--- config.mk ---
export PLATFORM = sky130hd
export DESIGN_NAME = booth_mult
export DESIGN_NICKNAME = d
export VERILOG_FILES = /design/src/rtl/booth_mult.sv
export SDC_FILE = /design/constraint.sdc
export NUM_CORES = 1
export LEC_CHECK = 0
export CORE_MARGIN = 2
export CORE_UTILIZATION = 30
export CTS_BUF_LIST = sky130_fd_sc_hd__clkbuf_4 sky130_fd_sc_hd__clkbuf_8 sky130_fd_sc_hd__clkbuf_16
export DETAILED_ROUTE_END_ITERATION = 8
export SLEW_MARGIN = 10
export SYNTH_ARGS = -nofsm -noshare
export SYNTH_HDL_FRONTEND = slang
export SYNTH_SLANG_ARGS = --single-unit
export TNS_END_PERCENT = 5
--- constraint.sdc ---
create_clock -name Clk -period 6.9 [get_ports Clk]
set_clock_uncertainty 0.1 [all_clocks]
set_input_delay 1.035 -clock Clk [delete_from_list [all_inputs] [get_ports Clk]]
set_output_delay 1.035 -clock Clk [all_outputs]
set_load 0.03 [all_outputs]
--- src/rtl/booth_mult.sv ---
// Radix-2 Booth signed 32x32 multiplier: one iteration per clock, 32 iterations per product.
// Handshake: workMult is a start request honoured only in IDLE; endMult pulses one cycle when mul is fresh.
module booth_mult (
  input  logic        Clk,
  input  logic        reset,
  input  logic        workMult,
  input  logic [31:0] oper_A,
  input  logic [31:0] oper_B,
  output logic [63:0] mul,
  output logic        endMult,
  output logic        busy,
  output logic [1:0]  o_dbg_state
);

  typedef enum logic [1:0] {
    S_IDLE = 2'd0,
    S_RUN  = 2'd1,
    S_DONE = 2'd2
  } state_t;

  state_t      r_state;
  logic [32:0] r_m;
  logic [32:0] r_acc;
  logic [31:0] r_q;
  logic        r_q_m1;
  logic [5:0]  r_count;
  logic [63:0] r_mul;
  logic        r_end;
  logic        r_busy;

  logic [32:0] w_sum;
  logic [32:0] w_acc_next;
  logic [31:0] w_q_next;
  logic        w_last;

  // Accumulator is 33 bits so subtracting the most negative M cannot overflow.
  always_comb begin
    w_sum = r_acc;
    unique case ({r_q[0], r_q_m1})
      2'b01:   w_sum = r_acc + r_m;
      2'b10:   w_sum = r_acc - r_m;
      default: w_sum = r_acc;
    endcase
  end

  assign w_acc_next = {w_sum[32], w_sum[32:1]};
  assign w_q_next   = {w_sum[0], r_q[31:1]};
  assign w_last     = (r_count == 6'd31);

  always_ff @(posedge Clk or negedge reset) begin
    if (!reset) begin
      r_state <= S_IDLE;
      r_m     <= '0;
      r_acc   <= '0;
      r_q     <= '0;
      r_q_m1  <= 1'b0;
      r_count <= '0;
      r_mul   <= '0;
      r_end   <= 1'b0;
      r_busy  <= 1'b0;
    end else begin
      unique case (r_state)
        S_IDLE: begin
          r_end <= 1'b0;
          if (workMult) begin
            r_m     <= {oper_A[31], oper_A};
            r_q     <= oper_B;
            r_acc   <= '0;
            r_q_m1  <= 1'b0;
            r_count <= '0;
            r_busy  <= 1'b1;
            r_state <= S_RUN;
          end
        end
        S_RUN: begin
          r_acc   <= w_acc_next;
          r_q     <= w_q_next;
          r_q_m1  <= r_q[0];
          r_count <= r_count + 6'd1;
          // Product is published on the same edge as the 32nd iteration.
          if (w_last) begin
            r_mul   <= {w_acc_next[31:0], w_q_next};
            r_end   <= 1'b1;
            r_state <= S_DONE;
          end
        end
        S_DONE: begin
          r_end   <= 1'b0;
          r_busy  <= 1'b0;
          r_state <= S_IDLE;
        end
        default: begin
          r_end   <= 1'b0;
          r_busy  <= 1'b0;
          r_state <= S_IDLE;
        end
      endcase
    end
  end

  assign mul         = r_mul;
  assign endMult     = r_end;
  assign busy        = r_busy;
  assign o_dbg_state = r_state;

endmodule

=== Word-level counts from Yosys, hierarchy flattened ===
Index checks and enable logic that the tools add are counted.

* Add/subtract/negate cells: 3
* Equality and inequality tests: 6
* Multiplexer cells: 16
* Bitwise gates (word level): 1
* Reductions and logical operators: 7

{| class="wikitable"
|+ Operator list
! cell !! number
|-
| $pmux W33 S2 || 2
|-
| $pmux W32 S2 || 1
|-
| $add A33 B33 Y33 || 1
|-
| $mux W33 || 1
|-
| $sub A33 B33 Y33 || 1
|-
| $mux W32 || 1
|-
| $pmux W6 S2 || 1
|-
| $reduce_and A2 Y1 || 5
|-
| $add A6 B1 Y6 const B || 1
|-
| $eq A6 B5 Y1 const B || 1
|-
| $mux W6 || 1
|-
| $eq A2 B1 Y1 const B || 2
|-
| $mux W1 || 4
|-
| $mux W2 || 2
|-
| $ne A2 B2 Y1 const B || 2
|-
| $pmux W1 S2 || 2
|-
| $pmux W2 S2 || 1
|-
| $eq A2 B2 Y1 const B || 1
|-
| $logic_not A2 Y1 || 1
|-
| $reduce_bool A2 Y1 || 1
|-
| $not A1 Y1 || 1
|}

* Flip-flop bits (word level): 172
* Bits of input ports: 67
* Output and inout bits: 68

=== Depth between registers and ports, before layout ===
Gate-level depths: netlist of the first run.

* Word-level depth: 3
* Depth in mapped cells: 18

=== Least setup slack after synthesis of the first run ===
No wires, ideal clock.

* Kind: reg2reg
* Start point: register r_m[3]
* End point: register r_mul[63], in the netlist mul[63]
* Setup time: 0.082 ns
* Data arrival time: 4.175 ns
* Path slack: 2.543 ns
* Cell stages (with the launch flop): 19
* Path buffers: 1
* Period minus slack after synthesis: 4.357 ns
* Cell sequence: dfrtp_1 or4_4 nor3b_1 and2_1 nand2_1 or2_2 nor2_1 nor2_1 xnor2_1 ha_1 clkbuf_1 a21oi_1 o21ai_0 o22ai_1 a31oi_1 a31oi_1 xor2_2 or3_2 a31oi_1

* Longest elaborated chain between the ends: 2
* Elaborated cells between the ends (all ways): 3
* Those cells by class: add/sub: 2; mux: 1

{| class="wikitable"
|+ Ends and longest elaborated chain
! what !! line !! source
|-
| from (decl) || 22 || <nowiki>logic [32:0] r_m;</nowiki>
|-
| from (signal assigned) || 66 || <nowiki>r_m <= {oper_A[31], oper_A};</nowiki>
|-
| $sub A33 B33 Y33 / $add A33 B33 Y33 (equally long branches) || 41, 40 ||
|-
| $pmux W33 S2 (*) || 39 || <nowiki>unique case ({r_q[0], r_q_m1})</nowiki>
|-
| to (signal assigned) || 82 || <nowiki>r_mul <= {w_acc_next[31:0], w_q_next};</nowiki>
|-
| to (decl) || 27 || <nowiki>logic [63:0] r_mul;</nowiki>
|}

Every way passes the cells marked *; elsewhere a longest branch is shown, timed or not.
A chain may end at the register's enable or synchronous reset.

=== Worst setup path in the final report of the first run ===
Same ends and word-level chain as after synthesis.

==> results of run 1 <==
sequential cells by signal, summed over array words and instances, names as in the netlist:
register	flops
r_q_m1	1
busy	1
mul	64
r_q	32
r_m	32
o_dbg_state	2
endMult	1
r_acc	32
r_count	6
metrics by stage:
step	hold WS [ns]	worst slack (ns)
floorplan	0.3524	2.543
global placement	0.3567	2.176
detailed placement	0.3633	2.109
CTS	0.3833	2.107
global route	0.3968	1.777
finish	0.3748	2.115
metal layers:
layer,part of all wire,track usage,vias to the layer above
met4,0.014,0.04480,0
met1,0.52,0.2404,3902
met2,0.43,0.2322,172
li1,-,-,4068
met5,0,0,-
met3,0.038,0.02800,23
Yosys cell counts, types with 18 or more instances:
cell type,instances,area [um2]
a22oi_1,31,232.7
nand2_1,277,1040
nor2_1,57,214.0
a21o_1,19,142.6
a21oi_1,92,460.4
o21ai_0,104,520.5
clkbuf_1,50,187.7
ha_1,35,437.9
nor2b_1,35,219.0
dfrtp_1,171,4279
xnor2_1,49,429.2
inv_1,18,67.56
report_power, final:
| part | switching (mW) | total [mW] | internal [mW] |
|---|---|---|---|
| combinational | 1.86 | 3.23 | 1.37 |
| clock | 0.471 | 0.988 | 0.517 |
| sequential | 0.336 | 1.69 | 1.36 |
cell usage in the layout, fill, tap and decap left out, drive strengths merged, types with 4 or more instances in the layout:
cell	n
buf	14
and2	6
inv	25
ha	35
dfrtp	171
nand4	5
nor2	57
clkinv	6
a211oi	4
xnor2	49
nor3	15
clkdlybuf4s50	133
or3	4
mux2i	9
xor2	7
a22o	13
nand2b	6
a21o	19
a31oi	13
clkbuf	17
nor2b	35
o21bai	7
nand2	277
a21oi	93
a22oi	31
and3	13
o21ai	105
nand3	12
mux2	6
area by class of cell:
cell class | instances | area, um2
Inverter | 18 | 67.56
Fill cell | 3206 | 19630
Clock buffer | 17 | 425.4
Tap cell | 402 | 503.0
Clock inverter | 15 | 173.9
Sequential cell | 171 | 4279
Multi-Input combinational cell | 865 | 5029
Timing Repair Buffer | 147 | 1453
worst max-delay path: cells and delay by family, from the launching register on:
kind | cells | cell delay [ns]
AND/OR/NAND/NOR | 9 | 2.42
AO/OA/AOI/OAI | 5 | 1.04
XOR/XNOR | 2 | 0.36
flip-flops | 1 | 0.43
adder cells (fa/ha/maj) | 1 | 0.38
cells by family (layout without fill, tap and decap cells):
kind of cell             after synthesis  in the layout  share of synthesized area
AO/OA/AOI/OAI                        315            315                     0.2013
XOR/XNOR                              56             56                    0.05186
adder cells (fa/ha/maj)               36             36                    0.04769
buffers and inverters                 81            197                    0.03270
flip-flops                           171            171                     0.4456
multiplexers                          15             15                    0.01642
AND/OR/NAND/NOR                      443            443                     0.2044
how the worst max path moves through the flow:
stage | from | to | cells after the start | slack [ns]
after CTS | r_m[3] | mul[63] | 17 | 2.11
after global routing | r_m[3] | mul[63] | 17 | 1.78
final | r_m[3] | mul[63] | 17 | 2.11
after detailed placement | r_m[3] | mul[63] | 17 | 2.11
after floorplan | r_m[3] | mul[63] | 18 | 2.54
after global placement | r_m[3] | mul[63] | 17 | 2.18
==> results.py, run 1 <==
metrics = {
    "critical_path": {
        "start_kind": "flop",
        "path_class": "reg -> reg",
        "rr_worst_depth": 17,
        "reg2reg_from": "r_m[3]",
        "cp_cell_sequence": "or4_4, nor3b_1, and2_1, nand2_1, or2_2, nor2_1, nor2_1, xnor2_1, ha_1, nand2_1, o21ai_0, o22ai_1, a31oi_1, a31oi_1, xor2_2, or3_2, a31oi_1",
        "rr_endpoint": "mul[63]",
        "cp.required_ns": 7.16,
        "crit_fanout": 6,
        "cpMaxStageDelayCell": "or4_4",
        "max_stage_delay_ns": 0.57,
        "endpoint_kind": "flop",
        "ff2ff_setup_slack_ns": 2.11,
        "cp_common_cell": "a31oi_1",
        "worstPathArrival_ns": 5.05,
    },
    "synthesis": {
        "postSynthCellCount": 1117,
        "syn_area_um2": 9603,
        "syn_area_per_cell_um2": 8.597,
        "seq_area_frac_synth": 0.4456,
        "yosysWarnings": 0,
        "syn_nets": 1220,
        "ys_ff_latch": 171,
        "synth_flop_cell": "dfrtp_1",
        "synth-edff-count": 0,
        "synth_cell_types": 67,
        "synthArstFlopShare": 1.000,
    },
    "layout": {
        "drive_above_1_share": 0.06245,
        "finalNonFillerCells": 1635,
        "postLayoutCellArea_um2": 11930,
        "antenna_cells": 0,
        "layout.nets": 1323,
        "final_core_util": 0.3781,
        "area_growth_pct": 24.23,
    },
    "cts": {
        "cts_resized": 0,
        "cts_buffer_depth": 2,
        "path_clk_slew_ns": 0.08,
        "cts.htree.levels": 4,
        "tritoncts": "done",
        "ctsHoldBuffers": 0,
        "clkLatencyLatePin_ns": 0.45,
        "cts.root.buffer_cell": "clkbuf_16",
        "cts_buffers": 17,
        "cts_num_sinks": 171,
        "post_cts_buffers": 0,
    },
    "sta": {
        "tightest_slew_ns": 1.072,
        "period_share": 0.6936,
        "fin_tns_setup_ns": 0,
        "max_slew_margin": 0.2850,
        "setup_viol": 0,
        "grt_setup_unrepaired": "false",
        "finalHoldViolations": 0,
        "slew_viol_final": 0,
        "min_period_ns": 4.786,
        "fmax_mhz": 209.0,
    },
    "route": {
        "drt_pass1_iterations": 8,
        "vias": 8165,
        "drt_iter0_drc": 567,
        "postRouteAntennaNets": 0,
        "wl_per_cell_um": 16.15,
        "postRouteWirelength_mm": 26.40,
        "viasPerCell": 4.994,
        "drcViolationCount": 0,
    },
    "hold_path": {
        "hold_path_depth": 2,
        "hold_path_end": "mul[2]",
        "hold_start": "mul[2]",
        "hp-class": "reg -> reg",
    },
    "place": {
        "dp_hpwl_mm": 18.53,
        "dpl-instance-area_um2": 11330,
        "placedCellCount": 1603,
        "place_congestion": 0.8903,
        "port_buffers": 134,
    },
    "grt": {
        "grt_pass1_vias": 7822,
        "grt_pass1_wl_mm": 42.55,
        "grt_antenna_before_repair": 0,
        "grt_overflow_total": 0,
        "grt_start_max_net_pins": 91,
        "grt_usage": 0.1592,
    },
    "floorplanning": {
        "die_w_um": 182.9,
        "start_util": 0.3043,
        "num_rows": 65,
        "io_pins": 135,
        "dieArea_um2": 33460,
        "die_h_um": 182.9,
        "core_area_um2": 31560,
    },
    "flow_run": {
        "drv_cap": 0,
    },
    "power_and_ir_drop": {
        "p_leak_nw": 5.343,
        "finalPower_mw": 5.913,
        "ir_drop_mv": 0.1931,
        "p_per_area_nw_per_um2": 495.7,
    },
    "run_status": {
        "status": "completed",
    },
}
(Power assumes the default switching activity.)
==> run 2: changes to the inputs <==
- clock period: 6.9 -> 4.61 ns (I/O delays scaled with it)
==> results.py, run 2 (synthesis gave the netlist of run 1 again) <==
metrics = {
    "route": {
        "drcViolationCount": 0,
        "wl_per_cell_um": 15.78,
        "vias": 8148,
        "wl_met3_mm": 1.093,
        "met2_length_mm": 11.25,
        "viasPerCell": 4.956,
        "postRouteWirelength_mm": 25.94,
        "routed.top_layer": "met4",
        "postRouteAntennaNets": 0,
        "wl_met1_mm": 13.27,
        "drt_iter0_drc": 594,
        "drt_pass1_iterations": 5,
    },
    "layout": {
        "drive_above_1_share": 0.07488,
        "layout.nets": 1332,
        "layout_common_cells": "276 x nand2_1, 171 x dfrtp_1, 133 x clkdlybuf4s50_1",
        "final_common_cell": "nand2_1",
        "finalNonFillerCells": 1644,
        "postLayoutCellArea_um2": 12010,
        "regArea_um2": 4279,
        "n_fill_cell": 3200,
        "area_growth_pct": 25.03,
        "antenna_cells": 0,
        "final_core_util": 0.3805,
        "largest_reg_flops": 64,
        "multi_input_area_um2": 5071,
    },
    "sta": {
        "setup_viol": 0,
        "slew_viol_final": 0,
        "min_period_ns": 4.394,
        "fmax_mhz": 227.6,
        "period_share": 0.9532,
        "grt_setup_unrepaired": "false",
        "max_slew_margin": 0.2524,
        "finalHoldViolations": 0,
        "tightest_slew_ns": 1.120,
    },
    "critical_path": {
        "critPathBufInv": 0,
        "path_class": "reg -> reg",
        "ff2ff_setup_slack_ns": 0.22,
        "worstPathArrival_ns": 4.65,
        "endpoint_kind": "flop",
        "crit_fanout": 8,
        "crit_family": "simple AND/OR/NAND/NOR gates",
        "cp_cell_sequence": "or4_4, nor4b_4, and2_4, a21oi_1, xnor2_1, ha_1, and4_1, nand3_1, nor3_1, a2bb2oi_1, a31oi_2, a31oi_4, xor2_2, or3_2, a31oi_1",
        "cpMaxStageDelayCell": "or4_4",
        "rr_worst_depth": 15,
        "cp.depth": 15,
        "start_kind": "flop",
        "max_stage_delay_ns": 0.58,
        "cp.required_ns": 4.86,
    },
    "floorplanning": {
        "num_rows": 65,
        "dieArea_um2": 33460,
        "start_util": 0.3043,
        "io_pins": 135,
        "die_h_um": 182.9,
        "die_w_um": 182.9,
        "core_area_um2": 31560,
    },
    "cts": {
        "ctsHoldBuffers": 0,
        "tritoncts": "done",
        "path_clk_slew_ns": 0.07,
        "cts_num_sinks": 171,
        "clkLatencyLatePin_ns": 0.44,
        "post_cts_buffers": 0,
        "cts.root.buffer_cell": "clkbuf_16",
        "cts.htree.levels": 4,
        "cts_buffers": 17,
        "cts_buffer_depth": 2,
    },
    "power_and_ir_drop": {
        "p_per_area_nw_per_um2": 735.7,
        "p_leak_nw": 5.363,
        "finalPower_mw": 8.833,
        "ir_drop_mv": 0.3121,
    },
    "grt": {
        "grt_start_max_net_pins": 89,
        "grt_overflow_total": 0,
        "grt_antenna_before_repair": 0,
        "grt_usage": 0.1585,
        "grt_pass1_vias": 7689,
        "grt_pass1_wl_mm": 42.30,
    },
    "place": {
        "place_congestion": 0.8885,
        "placedCellCount": 1612,
        "dpl-instance-area_um2": 11400,
        "dp_hpwl_mm": 18.30,
        "port_buffers": 134,
    },
    "flow_run": {
        "drv_cap": 0,
    },
    "hold_path": {
        "hp-class": "in -> async",
    },
    "run_status": {
        "status": "completed",
    },
}
==> run 2: cell types whose count changed in the layout (fill, tap and decap cells not counted), moves of 2 or more <==
cell / delta
inv_6: -2
a31oi_1: -2
clkinvlp_4: +5
clkinv_4: -2
buf_4: +9
==> run 2: per-layer routing <==
metal,global-route usage,vias to the layer above
li1,-,4082
met1,0.2394,3873
met2,0.2333,172
met3,0.02542,21
met4,0.04352,0
met5,0,-
==> run 2: where the power goes <==
| part | switching [mW] | internal, mW |
|---|---|---|
| sequential | 0.491 | 2.03 |
| clock | 0.664 | 0.708 |
| combinational | 2.81 | 2.13 |
| total | 3.97 | 4.87 |
==> run 2: path summary, 6_finish.rpt <==
| path | endpoint | from |
|---|---|---|
| max in group asynchronous | r_q[28] | reset |
| hold reg to reg | mul[53] | mul[53] |
| min in group Clk | mul[53] | mul[53] |
| setup / recovery | mul[63] | r_m[3] |
| hold / removal | r_m[7] | reset |
| setup reg to reg | mul[63] | r_m[3] |
==> run 2: repair_timing <==
| item | CTS | global route |
|---|---|---|
| endpoints found under the setup margin | 1 | 6 |
| hold endpoints to repair | 0 | 0 |
| resized for setup | 1 | 8 |
| pin swaps | 0 | 1 |
==> run 2: stage by stage <==
step	setup WS (ns)	hold WS, ns	TNS, ns
CTS	0.07031	0.2146	0
detailed placement	-0.004869	0.3633	-0.004869
global route	0.008225	0.2347	0
finish	0.2158	0.1696	0
floorplan	0.2530	0.2959	0
global placement	0.1344	0.3580	0
==> run 2: cell type report <==
type	count	area share
Clock buffer	17	0.03543
Tap cell	402	0.04189
Timing Repair Buffer	156	0.1266
Clock inverter	15	0.01167
Multi-Input combinational cell	865	0.4224
Sequential cell	171	0.3564
Inverter	18	0.005627
